<file path="config.mk">
export PLATFORM = sky130hd
export DESIGN_NAME = gshare_branch_ctrl
export DESIGN_NICKNAME = d
export VERILOG_FILES = /design/src/rtl/gshare_branch_ctrl_pkg.sv /design/src/rtl/gshare_branch_ctrl_ckpt_fifo.sv /design/src/rtl/gshare_branch_ctrl.sv
export SDC_FILE = /design/constraint.sdc
export NUM_CORES = 1
export LEC_CHECK = 0
export BUFFER_PORTS_ARGS = -buffer_cell sky130_fd_sc_hd__buf_2
export CAP_MARGIN = 5
export CORE_UTILIZATION = 55
export CTS_CLUSTER_DIAMETER = 30
export DETAILED_ROUTE_END_ITERATION = 8
export GPL_TIMING_DRIVEN = 0
export PLACE_DENSITY = 0.86
export RECOVER_POWER = 100
export SLEW_MARGIN = 20
export SYNTH_ARGS = -nofsm -noshare
export SYNTH_HDL_FRONTEND = slang
export SYNTH_SLANG_ARGS = --single-unit
</file>
<file path="constraint.sdc">
create_clock -name clk -period 5.35 [get_ports clk]
set_clock_uncertainty 0.2 [all_clocks]
set_input_delay 1.07 -clock clk [delete_from_list [all_inputs] [get_ports clk]]
set_output_delay 1.07 -clock clk [all_outputs]
set_load 0.01 [all_outputs]
</file>
<file path="src/rtl/gshare_branch_ctrl_pkg.sv">
// Shared types and helpers for the gshare branch controller (package bp_pkg).
// BP_S_INDEX/BP_WIDTH/BP_HIST_LEN describe the default configuration.
package bp_pkg;

  localparam int unsigned BP_S_INDEX  = 10;
  localparam int unsigned BP_WIDTH    = 2;
  localparam int unsigned BP_HIST_LEN = 10;

  localparam logic [BP_WIDTH-1:0] CTR_MIN = '0;
  localparam logic [BP_WIDTH-1:0] CTR_MAX = '1;

  // Checkpoint captured for every accepted prediction (default widths).
  typedef struct packed {
    logic [BP_S_INDEX-1:0]  index;
    logic [BP_WIDTH-1:0]    counter;
    logic                   pred_taken;
    logic [BP_HIST_LEN-1:0] ghr_before;
  } bp_ckpt_t;

  // Saturating counter update for a counter of w bits held in a 32-bit carrier.
  function automatic logic [31:0] sat_update(input logic [31:0] c, input logic taken,
                                             input int unsigned w);
    logic [31:0] cmax;
    cmax = (w >= 32) ? '1 : ((32'd1 << w) - 32'd1);
    if (taken) sat_update = (c >= cmax) ? cmax : c + 32'd1;
    else       sat_update = (c == '0) ? '0 : c - 32'd1;
  endfunction

endpackage

</file>
<file path="src/rtl/gshare_branch_ctrl_ckpt_fifo.sv">
// bp_ckpt_fifo: in-order checkpoint FIFO with push, pop and flush.
// Flush has priority over push and pop; pointers wrap naturally.
module bp_ckpt_fifo
  import bp_pkg::*;
#(
  parameter int unsigned DW    = 1,
  parameter int unsigned DEPTH = 4
) (
  input  logic                       clk,
  input  logic                       rst,
  input  logic                       push,
  input  logic [DW-1:0]              din,
  input  logic                       pop,
  input  logic                       flush,
  output logic [DW-1:0]              dout,
  output logic                       empty,
  output logic                       full,
  output logic [$clog2(DEPTH):0]     count
);

  localparam int unsigned PW = $clog2(DEPTH);

  logic [DW-1:0] mem [DEPTH];
  logic [PW-1:0] head;
  logic [PW-1:0] tail;
  logic [PW:0]   cnt;
  logic          do_push;
  logic          do_pop;

  assign empty   = (cnt == '0);
  assign full    = (cnt == (PW+1)'(DEPTH));
  assign count   = cnt;
  assign dout    = mem[head];
  assign do_push = push & ~full;
  assign do_pop  = pop & ~empty;

  // Pointer and occupancy tracking; flush returns to the empty state.
  always_ff @(posedge clk) begin
    if (!rst) begin
      head <= '0;
      tail <= '0;
      cnt  <= '0;
    end else if (flush) begin
      head <= '0;
      tail <= '0;
      cnt  <= '0;
    end else begin
      if (do_push) tail <= tail + 1'b1;
      if (do_pop)  head <= head + 1'b1;
      cnt <= cnt + (PW+1)'(do_push) - (PW+1)'(do_pop);
    end
  end

  // Entry storage; a write racing a flush is harmless since the slot is dead.
  always_ff @(posedge clk) begin
    if (do_push) mem[tail] <= din;
  end

endmodule

</file>
<file path="src/rtl/gshare_branch_ctrl.sv">
// gshare_branch_ctrl: gshare index formation, prediction checkpointing,
// PHT counter update on resolution and history repair on mispredict.
// Optional macro BP_STATS_EN adds stat_preds / stat_mispreds counters.
module gshare_branch_ctrl
  import bp_pkg::*;
#(
  parameter int unsigned S_INDEX  = 10,
  parameter int unsigned WIDTH    = 2,
  parameter int unsigned HIST_LEN = 10,
  parameter int unsigned DEPTH    = 4
) (
  input  logic               clk,
  input  logic               rst,
  input  logic               pred_valid,
  input  logic [31:0]        pred_pc,
  output logic               pred_ready,
  output logic               pred_taken,
  input  logic               resolve_valid,
  input  logic               resolve_taken,
  output logic               mispredict,
  output logic [S_INDEX-1:0] pht_rindex,
  input  logic [WIDTH-1:0]   pht_rdata,
  output logic               pht_load,
  output logic [S_INDEX-1:0] pht_windex,
  output logic [WIDTH-1:0]   pht_wdata
`ifdef BP_STATS_EN
  ,
  output logic [31:0]        stat_preds,
  output logic [31:0]        stat_mispreds
`endif
);

  typedef struct packed {
    logic [S_INDEX-1:0]  index;
    logic [WIDTH-1:0]    counter;
    logic                pred_taken;
    logic [HIST_LEN-1:0] ghr_before;
  } ckpt_t;

  logic [HIST_LEN-1:0]    ghr;
  logic [S_INDEX-1:0]     idx;
  ckpt_t                  push_ck;
  ckpt_t                  head;
  logic                   empty;
  logic                   full;
  logic [$clog2(DEPTH):0] count;
  logic                   res_fire;
  logic                   pred_fire;
  logic                   unused_ok;

  assign unused_ok = ^{pred_pc[31:S_INDEX+2], pred_pc[1:0], count};

  assign idx        = pred_pc[S_INDEX+1:2] ^ S_INDEX'(ghr);
  assign pht_rindex = idx;
  assign pred_taken = pht_rdata[WIDTH-1];
  assign pred_ready = ~full;

  // rst gates the resolve path so nothing is written while reset is held.
  assign res_fire   = rst & resolve_valid & ~empty;
  assign mispredict = res_fire & (resolve_taken != head.pred_taken);
  assign pred_fire  = pred_valid & pred_ready & ~mispredict;

  assign pht_load   = res_fire;
  assign pht_windex = head.index;
  assign pht_wdata  = WIDTH'(sat_update(32'(head.counter), resolve_taken, WIDTH));

  assign push_ck = '{index: idx, counter: pht_rdata, pred_taken: pred_taken, ghr_before: ghr};

  bp_ckpt_fifo #(
    .DW    ($bits(ckpt_t)),
    .DEPTH (DEPTH)
  ) u_fifo (
    .clk   (clk),
    .rst   (rst),
    .push  (pred_fire),
    .din   (push_ck),
    .pop   (res_fire & ~mispredict),
    .flush (mispredict),
    .dout  (head),
    .empty (empty),
    .full  (full),
    .count (count)
  );

  // Speculative history: repaired from the head checkpoint on mispredict, else shifted per prediction.
  always_ff @(posedge clk) begin
    if (!rst) begin
      ghr <= '0;
    end else if (mispredict) begin
      ghr <= {head.ghr_before[HIST_LEN-2:0], resolve_taken};
    end else if (pred_fire) begin
      ghr <= {ghr[HIST_LEN-2:0], pred_taken};
    end
  end

`ifdef BP_STATS_EN
  // Resolution and mispredict event counters, wrapping modulo 2^32.
  always_ff @(posedge clk) begin
    if (!rst) begin
      stat_preds    <= '0;
      stat_mispreds <= '0;
    end else begin
      if (res_fire)   stat_preds    <= stat_preds + 32'd1;
      if (mispredict) stat_mispreds <= stat_mispreds + 32'd1;
    end
  end
`endif

endmodule

</file>
==> run_results.csv, run 1 <==
group,metric,value,unit
run_status,status,"complete, no violations",
run,maxCapViolCount,0,
timing,worst_hold_slack,0.327,ns
timing,period_minus_slack,4.11,ns
floorplanning,rows,31,
floorplanning,die_y,88.9,um
timing,slew_headroom,0.189,
finish,layout_common_cells,"edfxtp_1, clkbuf_1, mux4_2, dfxtp_1, buf_2",
setup_path,arrival,2.84,ns
detailed_routing,routed_wl,7.46,mm
worst_hold_path,hp-class,"reg -> reg",
place,port_buffers,42,
detailed_routing,vias,2192,
clocking,clk_pin_slew,0.09,ns
finish,final_area,4620,um^2
pwr,p_leak,0.00160,uW
pwr,clockPowerShare,0.239,
grt,grt_max_degree,22,
grt,grtUsageTotal,0.207,
clocking,cts.htree.levels,3,
pwr,swShare,0.291,
detailed_routing,vias_per_cell,5.74,
synth,syn_inst,225,
clocking,cts.sinks,103,
finish,fin_util,0.634,
timing,rsz0062_at_grt,"false",
setup_path,required,4.08,ns
detailed_routing,drc,0,
pwr,internal-power,1420,uW
floorplanning,die-area,7910,um^2
detailed_routing,detail-route-antenna-nets,0,
worst_hold_path,min_delay_path_depth,2,
synth,syn-num-nets,271,
clocking,cts_hold_buf,0,
synth,ys_async_sr_fraction,0,
clocking,cts_setup_buffers,0,
timing,post-route-period-util,0.768,
finish,diodes,0,
setup_path,path_cells,"mux4_2, xor2_1, nand2_4, inv_1, clkbuf_1, clkbuf_1",
synth,synth_area,4160,um^2
setup_path,slowest_delay,0.59,ns
clocking,clockBufferDepth,2,
pwr,comb_power_share,0.223,
setup_path,cp-start-kind,"register",
clocking,root_buffer,"clkbuf_8",
clocking,clock_latency,0.37,ns
setup_path,critical_path.top_delay_family,"buffers and inverters",
finish,mostFrequentLayoutCell,"edfxtp_1",
place,place_hpwl,4.80,mm
worst_hold_path,min_from,"u_fifo.head[1]",
grt,grt_pass1_vias,2206,
floorplanning,pin_count,65,
pwr,power.switching,582,uW
finish,nFillCells,564,
synth,seq_area_frac_synth,0.698,
grt,grt_antenna_before_repair,0,
timing,setup_viol,0,
synth,yosysUniqueCellTypes,33,
setup_path,crit_buf_inv,3,
pwr,pwr-share-seq,0.538,
detailed_routing,drtPass1Iterations,4,
setup_path,cpMostUsedCell,"clkbuf_1",
detailed_routing,drtIter0Drc,137,
synth,synth_edf_count,84,
pwr,p_total,2000,uW
floorplanning,design.core.area,7290,um^2
timing,fmax,243,MHz
clocking,cts_made_buffers,9,
grt,grt_overflow,0,
finish,final_net_count,324,
pwr,peakVddDrop,0.182,mV
setup_path,crit_type,"reg -> out",
floorplanning,start_util,0.570,
pwr,cellPowerDensity,432,nW/um^2
floorplanning,fp.dieW,88.9,um
grt,grt_pass1_wl,11.4,mm
setup_path,r2r_cells,11,
clocking,tritoncts,"yes",
place,gp_congestion,0.789,
timing,hold_viol,0,
detailed_routing,wl_per_cell,19.5,um
synth,avgSynthCellArea,18.5,um^2
clocking,ctsResizeCount,0,
finish,drive_above_1_share,0.223,
finish,area_delta_synth_final,11.2,%
synth,synth-seq-cells,103,
timing,worst_slew_pin_slew,1.22,ns
setup_path,path_depth,6,
setup_path,crit_path_end_kind,"output pin",
synth,synth.yosys.warnings,0,
synth,yosys_most_used_dff,"edfxtp_1",
timing,setup_tns,0,ns
setup_path,path_max_fanout,10,
place,dpl_cell_area,4490,um^2
timing,drv_slew,0,
setup_path,cp_slowest_cell,"mux4_2",
-- path summary, 6_finish.rpt --
| kind | to | slack, ns |
|---|---|---|
| worst min-delay path | u_fifo.head[1] | 0.33 |
| worst max register to register | u_fifo.count[2] | 1.64 |
| worst max-delay path | mispredict | 1.24 |
| worst min register to register | u_fifo.head[1] | 0.33 |
-- per-layer routing --
metal	wire length, um	vias up	GRT usage
met5	0	-	0
met4	117	0	0.0895
met3	329	9	0.0489
met2	3910	72	0.353
met1	3100	1124	0.256
li1	-	987	-
-- cells in the mapped netlist, types with 2 or more instances --
cell type  instances  area [um^2]
a211oi_1           2         15.0
and3_1             6         37.5
buf_1              2         7.51
buf_2              4         20.0
clkbuf_1           3         11.3
dfxtp_1           19          380
edfxtp_1          84         2520
ha_1               6         75.1
inv_1              8         30.0
inv_2              2         7.51
maj3_1             2         20.0
mux2i_1           10          100
mux4_2            21          473
nand3_1           11         55.1
nor2_1             5         18.8
nor3_2             3         30.0
o31ai_1            6         45.0
o31ai_2            5         62.6
xnor2_1            3         26.3
xor2_1            10         87.6
-- stage by stage --
step                worst slack [ns]  cells
floorplan                       2.21    225
global placement                1.87    366
detailed placement              1.84    366
CTS                             1.65    382
global route                    1.04    382
finish                          1.24    382
-- power by group through the flow --
| stage | clock, uW | combinational, uW | sequential, uW |
|---|---|---|---|
| global route | 516 | 493 | 1090 |
| global placement | 0 | 449 | 1080 |
| floorplan | 0 | 334 | 1070 |
| CTS | 484 | 470 | 1080 |
| finish | 477 | 446 | 1070 |
| detailed placement | 0 | 465 | 1090 |
-- cell type report --
type,count,area [um^2],area share
Tap cell,99,124,0.0268
Sequential cell,103,2900,0.628
Multi-Input combinational cell,101,1140,0.247
Buffer,11,47.5,0.0103
Clock buffer,9,124,0.0268
Inverter,10,37.5,0.00812
Timing Repair Buffer,42,175,0.0379
Clock inverter,7,68.8,0.0149
-- sequential cells by signal, indices dropped and copies added, names as in the netlist, named ones only --
register	cells
ghr	10
u_fifo.tail	2
u_fifo.count	3
u_fifo.head	2
u_fifo.mem	84
-- worst reg2reg max path: cells and delay by family (launching register included) --
| kind | cells | cell delay (ns) |
|---|---|---|
| buffers and inverters | 2 | 0.75 |
| multiplexers | 1 | 0.59 |
| flip-flops | 1 | 0.40 |
| adder cells (fa/ha/maj) | 2 | 0.62 |
| AND/OR/NAND/NOR | 3 | 0.27 |
| XOR/XNOR | 3 | 0.76 |
-- kinds of logic (layout without fill, tap and decap cells) --
logic type / count (synthesis) / after routing / share of synthesized area
compound gates: 17 / 17 / 0.0385
xor+xnor: 14 / 14 / 0.0313
fa+ha+maj: 9 / 9 / 0.0277
buf+inv: 21 / 79 / 0.0229
flops: 103 / 103 / 0.698
mux: 31 / 31 / 0.138
simple gates: 30 / 30 / 0.0434
No activity file was read; power rests on OpenSTA's default activity.
==> inputs of run 2 (changes only) <==
CORE_UTILIZATION = 50   (was 55)
PLACE_DENSITY = 0.83   (was 0.86)
clock period = 3.6 ns   (was 5.35 ns; I/O delays follow)
==> run 2 against run 1 <==
Effect of this change: routed wire length shrank 1.9%; global-route usage fell by 1.8 points; register-to-register slack lost 1.2 ns; count of clock-buffer cells in the layout rose by 1; sequential share of layout area is 0.31 points higher; via count shrank 0.87%; non-clock buffer count unchanged; worst hold slack improved by 0.012 ns; critical path depth down 2; combinational power is 46% higher; largest power group unchanged.
==> run_results.csv, run 2 (synthesis results as in run 1) <==
group,metric,value,unit
setup_path,crit_path_end,"pht_windex[0]",
setup_path,worst-r2r-setup-slack,0.43,ns
timing,worst_slew_pin_slew,1.18,ns
detailed_routing,routed_wl,7.32,mm
timing,drv_slew,0,
floorplanning,die_y,93.2,um
grt,grt_pass1_vias,2264,
clocking,cts_made_buffers,9,
detailed_routing,vias_per_cell,5.64,
run,maxCapViolCount,0,
worst_hold_path,hp-class,"reg -> reg",
grt,grt_max_degree,22,
finish,layout_common_cells,"edfxtp_1, clkbuf_1, mux4_2, buf_2, dfxtp_1",
setup_path,arrival,2.40,ns
finish,fin_cells,385,
place,dpl.cell_count,369,
setup_path,r2r_cells,11,
pwr,peakVddDrop,0.290,mV
floorplanning,fp.dieW,93.2,um
detailed_routing,detail-route-antenna-nets,0,
clocking,cts.htree.levels,3,
grt,grt_overflow,0,
setup_path,crit_type,"reg -> out",
place,dpl_cell_area,4490,um^2
place,place_hpwl,4.78,mm
finish,drive_above_1_share,0.226,
detailed_routing,vias,2173,
clocking,ctsResizeCount,0,
clocking,cts.sinks,103,
clocking,clk_pin_slew,0.10,ns
setup_path,rr_endpoint,"u_fifo.count[2]",
clocking,cts_hold_buf,0,
setup_path,crit_path_end_kind,"output pin",
finish,regMostFlops,"u_fifo.mem",
finish,largest_reg_flops,84,
floorplanning,pin_count,65,
floorplanning,design.core.area,7890,um^2
pwr,cellPowerDensity,634,nW/um^2
setup_path,path_max_fanout,10,
timing,setup_tns,0,ns
grt,grt_pass1_wl,11.8,mm
pwr,p_leak,0.00160,uW
detailed_routing,drtIter0Drc,145,
grt,grt_antenna_before_repair,0,
place,port_buffers,42,
timing,period_minus_slack,3.32,ns
clocking,clock_latency,0.36,ns
finish,diodes,0,
floorplanning,rows,32,
finish,mostFrequentLayoutCell,"edfxtp_1",
timing,fmax,301,MHz
detailed_routing,drc,0,
floorplanning,die-area,8680,um^2
floorplanning,start_util,0.527,
timing,hold_viol,0,
clocking,cts_setup_buffers,0,
finish,final_area,4600,um^2
timing,setup_viol,0,
timing,rsz0062_at_grt,"false",
run_status,status,"complete, no violations",
clocking,tritoncts,"yes",
setup_path,cp-start-kind,"register",
detailed_routing,drtPass1Iterations,4,
finish,final_net_count,324,
setup_path,required,2.68,ns
place,gp_congestion,0.716,
timing,slew_headroom,0.213,
detailed_routing,wl_per_cell,19.0,um
finish,area_delta_synth_final,10.6,%
grt,grtUsageTotal,0.189,
clocking,root_buffer,"clkbuf_8",
timing,post-route-period-util,0.923,
clocking,clockBufferDepth,2,
## run 2: changes by cell type in the layout (fill, tap and decap cells not counted), moves of 2 or more
| cell | previous run | this run |
|---|---|---|
| o31ai_1 | 8 | 11 |
| clkinv_2 | 2 | 0 |
| buf_2 | 16 | 21 |
| o31ai_2 | 3 | 0 |
| clkbuf_1 | 36 | 31 |
## run 2: worst min path at each step
stage | from | to | slack [ns] | depth (start not counted)
after floorplan | u_fifo.head[1] | register | 0.27 | 2
after CTS | u_fifo.head[1] | u_fifo.head[1] | 0.33 | 2
after global placement | u_fifo.head[1] | register | 0.28 | 2
final | u_fifo.head[1] | u_fifo.head[1] | 0.34 | 2
after global routing | u_fifo.head[1] | u_fifo.head[1] | 0.36 | 2
after detailed placement | u_fifo.head[1] | register | 0.31 | 2
## run 2: per-layer routing
layer  vias up  routed length (um)  share of wire  GRT usage
met5         -                   0              0          0
met4         0                 144          0.020     0.0936
met3        11                 270          0.037     0.0317
met2        54                3740           0.51      0.315
met1      1116                3160           0.43      0.241
li1        992                   -              -          -
## run 2: power breakdown
part           total, uW  internal [uW]  switching, uW
clock network        669            263            406
logic                650            278            372
registers           1600           1510           90.5
total               2910           2050            869
## run 2: critical path, cell delays in order (launching register included)
cell      delay, ns
dfxtp_1        0.39
clkbuf_1       0.52
clkbuf_1       0.57
mux4_2         0.41
clkbuf_1       0.15
## run 2: cell type report
type	instances	area (um^2)
repair buffers	42	180
plain buffers	11	56.3
flip-flops and latches	103	2900
clock inverters	6	52.6
multi-input cells	101	1110
inverters	10	37.5
clock buffers	10	128
well taps	102	128
fillers	597	3290
## run 2: through the flow
stage,hold slack (ns),power (uW),setup slack [ns],utilization
final,0.340,2910,0.276,0.583
after global routing,0.361,3070,0.157,0.583
after CTS,0.330,2980,0.235,0.593
after detailed placement,0.311,2320,0.340,0.570
after global placement,0.283,2280,0.383,0.570
after floorplan,0.275,2080,0.582,-
